--- src/rtl/countdown_controller_pkg.sv ---
// Shared constants for the countdown controller: one-hot state bit positions,
// the state encoding and the default counter width.
package countdown_controller_pkg;

  localparam int DEFAULT_WIDTH = 4;

  localparam int unsigned ST_T0 = 0;
  localparam int unsigned ST_T1 = 1;
  localparam int unsigned ST_T2 = 2;

  // One-hot encoding; each bit position doubles as the T0/T1/T2 output flag.
  typedef enum logic [2:0] {
    S_IDLE  = 3'b001,
    S_COUNT = 3'b010,
    S_DONE  = 3'b100
  } state_e;

endpackage

--- src/rtl/countdown_controller_counter.sv ---
// Loadable down counter with synchronous clear; saturates at zero and reports
// zero / one so the controller can leave COUNT on the final decrement.
module load_down_counter
  import countdown_controller_pkg::*;
#(
  parameter int WIDTH = DEFAULT_WIDTH
) (
  input  logic             CLK,
  input  logic             reset,
  input  logic             load,
  input  logic             dec,
  input  logic             clr,
  input  logic [WIDTH-1:0] D,
  output logic [WIDTH-1:0] Q,
  output logic             zero,
  output logic             last
);

  logic [WIDTH-1:0] count_reg;

  // Priority clr > load > dec; decrementing stops at zero so the count never wraps.
  always_ff @(posedge CLK or posedge reset) begin
    if (reset) begin
      count_reg <= '0;
    end else if (clr) begin
      count_reg <= '0;
    end else if (load) begin
      count_reg <= D;
    end else if (dec && (count_reg != '0)) begin
      count_reg <= count_reg - WIDTH'(1);
    end
  end

  assign Q    = count_reg;
  assign zero = (count_reg == '0);
  assign last = (count_reg == WIDTH'(1));

endmodule

--- src/rtl/countdown_controller.sv ---
// Start/count/done controller: loads D on an accepted start, counts down to
// zero in COUNT, then waits in DONE until acknowledged.
module countdown_controller
  import countdown_controller_pkg::*;
#(
  parameter int WIDTH = DEFAULT_WIDTH
) (
  input  logic             CLK,
  input  logic             reset,
  input  logic             S,
  input  logic [WIDTH-1:0] D,
  input  logic             ack,
  input  logic             clr,
  output logic             T0,
  output logic             T1,
  output logic             T2,
  output logic             G,
  output logic             DONE,
  output logic [WIDTH-1:0] Q
);

  state_e     state_reg;
  logic [2:0] state_bits;
  logic       cnt_load;
  logic       cnt_dec;
  logic       cnt_zero;
  logic       cnt_last;

  assign state_bits = state_reg;
  assign cnt_load   = state_bits[ST_T0] & S;
  assign cnt_dec    = state_bits[ST_T1];

  load_down_counter #(
    .WIDTH(WIDTH)
  ) u_counter (
    .CLK  (CLK),
    .reset(reset),
    .load (cnt_load),
    .dec  (cnt_dec),
    .clr  (clr),
    .D    (D),
    .Q    (Q),
    .zero (cnt_zero),
    .last (cnt_last)
  );

  // A zero load skips COUNT entirely; the zero guard in COUNT is only a safety net.
  always_ff @(posedge CLK or posedge reset) begin
    if (reset) begin
      state_reg <= S_IDLE;
    end else if (clr) begin
      state_reg <= S_IDLE;
    end else begin
      case (state_reg)
        S_IDLE: begin
          if (S) begin
            state_reg <= (D == '0) ? S_DONE : S_COUNT;
          end
        end
        S_COUNT: begin
          if (cnt_last || cnt_zero) begin
            state_reg <= S_DONE;
          end
        end
        S_DONE: begin
          if (ack) begin
            state_reg <= S_IDLE;
          end
        end
        default: state_reg <= S_IDLE;
      endcase
    end
  end

  assign T0   = state_bits[ST_T0];
  assign T1   = state_bits[ST_T1];
  assign T2   = state_bits[ST_T2];
  assign G    = state_bits[ST_T1];
  assign DONE = state_bits[ST_T2];

endmodule
--- config.mk ---
export PLATFORM = sky130hd
export DESIGN_NAME = countdown_controller
export DESIGN_NICKNAME = d
export VERILOG_FILES = /design/src/rtl/countdown_controller_pkg.sv /design/src/rtl/countdown_controller_counter.sv /design/src/rtl/countdown_controller.sv
export SDC_FILE = /design/constraint.sdc
export NUM_CORES = 1
export LEC_CHECK = 0
export BUFFER_PORTS_ARGS = -buffer_cell sky130_fd_sc_hd__buf_2
export CAP_MARGIN = 20
export CORE_AREA = 2 2 39 41
export CTS_BUF_LIST = sky130_fd_sc_hd__clkbuf_8
export DETAILED_ROUTE_END_ITERATION = 6
export DIE_AREA = 0 0 41 43
export GPL_ROUTABILITY_DRIVEN = 0
export PLACE_DENSITY = 0.72
export SLEW_MARGIN = 10
export SYNTH_ARGS = -nofsm -noshare
export SYNTH_HDL_FRONTEND = slang
export SYNTH_HIERARCHICAL = 1
export SYNTH_SLANG_ARGS = --single-unit
--- constraint.sdc ---
create_clock -name CLK -period 2.1 [get_ports CLK]
set_clock_uncertainty 0.05 [all_clocks]
set_input_delay 0.42 -clock CLK [delete_from_list [all_inputs] [get_ports CLK]]
set_output_delay 0.42 -clock CLK [all_outputs]
set_load 0.02 [all_outputs]
==> metrics.csv, run 1 <==
metric;value;unit
status;finished, final reports clean;
CTS sink count;7;
Total Power;0.000468;W
Core ar.;1380;um2
DP HPWL;839;um
syn nets;71;
Synth top area share;27.5;%
GRT met3 Usage;4.71;%
IO buf count;17;
Final setup viols;0;
WL final;1080;um
Final #Nets;91;
fmax;536;MHz
Die X-Extent;41;um
H-tree levels;1;
post-route antenna net violation count;0;
GRT busiest layer;met2;
Mapped Cells;59;
post-synthesis adder-cell area fraction;6.88;%
Startpoint Class;register;
First-pass DRT Iterations;5;
Vias;492;
total die area;1760;um2
most frequent cells in the layout;17 x buf_2, 9 x inv_1, 6 x nor2_1, 6 x dfrtp_1;
largest area contributor in the netlist;dfrtp_1;
vias in the first global route;449;
final hold vios;0;
Yosys cell types;34;
largest net degree at the start of global routing;15;
Worst Path Class, Setup;register to register;
sequential cell area fraction in the yosys report;32.3;%
# Max-Cap Violations;0;
Final Cell Area;681;um2
Tot GR Track Use;14.6;%
Hold Slack;0.0171;ns
Slew Viols, Final;0;
CTS tree;done;
post-synthesis compound-gate area fraction;21.8;%
RR Startpoint;u_counter/Q[1]$_DFFE_PP0P_;
Hold WC Path Type;input port to async pin;
# fillers;132;
post-CTS sizing;0;
power per cell area;687;nW/um2
Simple-Gate Fraction of Synth Area;28.9;%
worst path arrival time;1.96;ns
XOR/XNOR share of the synthesized area;0;%
routed length per instance;11.5;um
multiplexer area fraction after synthesis;1.83;%
R2R cell count;7;
number of synthesis warnings;6;
antenna violations before repair;0;
# DRC;0;
met1 Use GR;14.2;%
GR Util met2;26.9;%
CTS Buf Count;3;
setup slack, reg-to-reg;0.24;ns
Synth area leaders;dfrtp_1 28%, ha_1 6.9%, inv_1 5.5%, a2111oi_4 5.0%, dfstp_2 4.8%;
Most used DFF post-synth;dfrtp_1;
Clock transition at path regs;0.04;ns
crit end category;register;
RSZ-0062 raised after global routing;false;
Worst R2R End;state_bits[2]$_DFFE_PP0P_;
Mean Syn Cell Area;9.25;um2
Lkg Pwr;0.330;nW
number of synthesized register bits;7;
total gr overflow;0;
Iter 0 DRT Violations;5;
Least-Margin Pin Slew;0.433;ns
Antenna Cells;0;
Slew Limit Headroom;71.2;%
peak supply drop;448;uV
Required @ worst endpoint;2.19;ns
CP Max Fanout;5;
Area growth syn-to-layout;24.8;%
Final Util;49.2;%
initial core utilization;39.4;%
period utilization;88.8;%
largest family of logic cells by synthesized area;simple AND/OR/NAND/NOR gates;
Worst-Skew Late Latency;0.22;ns
Via density;5.23;
Mapped Area;546;um2
# rows;14;
Chip Height;43;um
# IOs;18;
commonest non-fill, non-tap cell in the layout;buf_2;
post-CTS setup buffer count;0;
CTS Hold Bufs;0;
fin crit period;1.86;ns
CTS root buf;clkbuf_8;
Post-synth ARST share;100;%
CTS Buffer Depth;2;
share of cells above drive strength 1;32.1;%
dpl cell area;636;um2
global-route wire length before repair;1740;um
setup TNS;0;ns
Post-synth EDFFs;0;
worst max-delay path by stage:
stage / start / endpoint / slack [ns] / cells past startpoint
floorplan: u_counter/Q[1]$_DFFE_PP0P_ / state_bits[2]$_DFFE_PP0P_ / 0.23 / 7
global placement: u_counter/Q[1]$_DFFE_PP0P_ / state_bits[2]$_DFFE_PP0P_ / 0.29 / 7
detailed placement: u_counter/Q[1]$_DFFE_PP0P_ / state_bits[2]$_DFFE_PP0P_ / 0.23 / 7
CTS: u_counter/Q[1]$_DFFE_PP0P_ / state_bits[2]$_DFFE_PP0P_ / 0.23 / 7
global route: u_counter/Q[1]$_DFFE_PP0P_ / state_bits[2]$_DFFE_PP0P_ / 0.12 / 7
finish: u_counter/Q[1]$_DFFE_PP0P_ / state_bits[2]$_DFFE_PP0P_ / 0.24 / 7
cells by family after synthesis:
kind of cell / Yosys count
AOI/OAI and AO/OA: 13
buffers and inverters: 10
adders and majority gates: 3
muxes: 1
DFF: 7
and+or+nand+nor: 25
critical path, cell delays in order, from the launching register on:
cell     delay, ns
dfrtp_1       0.38
inv_1         0.16
ha_1          0.20
or3b_4        0.42
inv_1         0.07
nor2_1        0.05
a221o_1       0.30
o22ai_1       0.16
flip-flops by register name, summed over array words and instances (netlist names):
name,cells
u_counter/Q,4
state_bits,3
power by group:
group / switching (W) / internal [W]
clock network: 0.0000533 / 0.000126
registers: 0.0000178 / 0.000148
logic: 0.0000699 / 0.0000533
layer usage:
layer / vias up / wire, um
met4: 0 / 0
met1: 226 / 437
li1: 249 / -
met2: 17 / 583
met5: - / 0
met3: 0 / 56
synthesized netlist by cell type, types with 2 or more instances:
library cell  count
inv_1             8
dfrtp_1           6
nor2_1            6
a21oi_1           3
ha_1              3
and2b_1           2
buf_4             2
nor3_1            2
nor3b_1           2
per-stage QoR:
| stage | instances | worst slack, ns |
|---|---|---|
| final | 94 | 0.235 |
| after global routing | 94 | 0.124 |
| after CTS | 94 | 0.233 |
| after detailed placement | 90 | 0.228 |
| after global placement | 90 | 0.287 |
| after floorplan | 59 | 0.226 |
layout make-up:
| class | count | area [um2] | area share [%] |
|---|---|---|---|
| Clock inverter | 1 | 3.75 | 0.551 |
| Clock buffer | 3 | 41.3 | 6.07 |
| Multi-Input combinational cell | 42 | 324 | 47.6 |
| Timing Repair Buffer | 17 | 85.1 | 12.5 |
| Inverter | 8 | 30.0 | 4.41 |
| Sequential cell | 7 | 176 | 25.9 |
| Tap cell | 16 | 20.0 | 2.94 |
No activity file was read; power rests on OpenSTA's default activity.
==> run 2: changes to the inputs <==
==> constraint.sdc (replaced) <==
create_clock -name CLK -period 2.1 [get_ports CLK]
set_clock_uncertainty 0.05 [all_clocks]
set_input_delay 0.315 -clock CLK [delete_from_list [all_inputs] [get_ports CLK]]
set_output_delay 0.315 -clock CLK [all_outputs]
set_load 0.02 [all_outputs]
==> run 2 against run 1 <==
Compared with the run above: via count is 0.20% higher; clock-buffer cell count stayed put; global-route usage is 0.10 points higher; non-clock buffer count is 1 higher; sequential share of layout area is 0.38 points lower; clock power hardly changed; power is 0.31% higher; flip-flop and latch count stayed put; critical path depth stayed put; fmax hardly changed; hold slack better by 0.31 ns; largest power group unchanged.
==> metrics.csv, run 2 (synthesis results as in run 1) <==
metric;value;unit
Required @ worst endpoint;2.19;ns
setup TNS;0;ns
Hold WC Path Type;input port to register;
Multi-input gate area;324;um2
total gr overflow;0;
global-route wire length before repair;1750;um
routed length per instance;11.4;um
Worst path depth;7;
Core ar.;1380;um2
Met3 Wirelength;51;um
dpl cell area;636;um2
initial core utilization;39.4;%
R2R cell count;7;
CTS sink count;7;
Largest register FFs;4;
# fillers;131;
Top delay family on crit path;simple AND/OR/NAND/NOR gates;
Final #Nets;92;
Via density;5.19;
# DRC;0;
share of cells above drive strength 1;31.6;%
Lkg Pwr;0.334;nW
Reg area;176;um2
slowest library cell on the worst path;or3b_4;
CP bufs+invs;2;
Vias;493;
DR top layer;met3;
# Max-Cap Violations;0;
fmax;536;MHz
cell mode on critical path;inv_1;
Worst-Skew Late Latency;0.22;ns
IO buf count;17;
WL final;1090;um
crit end category;register;
largest net degree at the start of global routing;15;
total die area;1760;um2
Tot GR Track Use;14.7;%
# rows;14;
status;finished, final reports clean;
post-CTS setup buffer count;0;
period utilization;88.8;%
RSZ-0062 raised after global routing;false;
CTS Buffer Depth;2;
CTS tree;done;
Metal-1 WL;449;um
Least-Margin Pin Slew;0.433;ns
fin crit period;1.86;ns
power per cell area;680;nW/um2
Worst Path Class, Setup;register to register;
Slew Viols, Final;0;
vias in the first global route;452;
Final Cell Area;691;um2
Largest stage delay, worst path;0.42;ns
Startpoint Class;register;
wire length on met2;584;um
CTS Buf Count;3;
worst hold path depth;3;
Chip Height;43;um
antenna violations before repair;0;
DP HPWL;839;um
final hold vios;0;
Area growth syn-to-layout;26.6;%
post-route antenna net violation count;0;
Clock transition at path regs;0.04;ns
Cell Chain, Critical Path;inv_1, ha_1, or3b_4, inv_1, nor2_1, a221o_1, o22ai_1;
most frequent cells in the layout;17 x buf_2, 9 x inv_1, 6 x nor2_1, 6 x dfrtp_1;
CP Max Fanout;5;
# IOs;18;
Antenna Cells;0;
CTS root buf;clkbuf_8;
worst path arrival time;1.96;ns
peak supply drop;449;uV
Die X-Extent;41;um
commonest non-fill, non-tap cell in the layout;buf_2;
First-pass DRT Iterations;5;
H-tree levels;1;
Final setup viols;0;
Iter 0 DRT Violations;5;
Slew Limit Headroom;71.2;%
==> run 2: cell count changes in the layout (fill, tap and decap cells not counted), sizes merged <==
| cell | previous run | this run |
|---|---|---|
| dlygate4sd3 | 0 | 1 |
==> run 2: layer usage <==
metal,vias to the layer above,track usage (%)
li1,251,-
met4,0,4.00
met5,-,0
met3,0,4.71
met1,227,14.6
met2,15,26.9
==> run 2: power by group <==
group          internal (W)  switching, W  total [W]
Clock              0.000126     0.0000534   0.000179
Combinational     0.0000545     0.0000701   0.000125
Sequential         0.000148     0.0000178   0.000165
==> run 2: worst register-to-register path, cell delays in order, from the launching register on <==
cell     delay (ns)
dfrtp_1        0.38
inv_1          0.16
ha_1           0.20
or3b_4         0.42
inv_1          0.07
nor2_1         0.05
a221o_1        0.30
o22ai_1        0.16
==> run 2: final cells by class <==
type / instances / share of cell area, %
flip-flops and latches: 7 / 25.5
inverters: 8 / 4.35
well taps: 16 / 2.90
multi-input cells: 42 / 46.9
repair buffers: 18 / 13.8
clock inverters: 1 / 0.543
clock buffers: 3 / 5.98
==> run 2: stage by stage <==
stage	utilization [%]	cells	hold WS [ns]	power (W)	setup WS, ns
3_5_place_dp	45.9	90	0.146	0.000291	0.228
4_1_cts	49.9	95	0.323	0.000475	0.233
5_1_grt	49.9	95	0.336	0.000498	0.124
6_report	49.9	95	0.327	0.000469	0.236
2_1_floorplan	-	59	0.0179	0.000254	0.226
3_3_place_gp	45.9	90	0.144	0.000289	0.287
==> run 2: final timing paths <==
| kind | startpoint | endpoint | slack (ns) |
|---|---|---|---|
| setup / recovery | u_counter/Q[1]$_DFFE_PP0P_ | state_bits[2]$_DFFE_PP0P_ | 0.24 |
| hold / removal | ack | state_bits[2]$_DFFE_PP0P_ | 0.33 |
| hold reg to reg | state_bits[0]$_DFFE_PP1P_ | state_bits[0]$_DFFE_PP1P_ | 0.56 |
| max in group asynchronous | reset | state_bits[0]$_DFFE_PP1P_ | 1.32 |
| setup reg to reg | u_counter/Q[1]$_DFFE_PP0P_ | state_bits[2]$_DFFE_PP0P_ | 0.24 |
| min in group asynchronous | reset | state_bits[2]$_DFFE_PP0P_ | 0.46 |
==> run 2: timing repair <==
item / CTS / global route
endpoints found under the hold margin: 6 / 0
endpoints found under the setup margin: 0 / 0
hold buffers: 1 / 0
gates resized for setup: 0 / 0
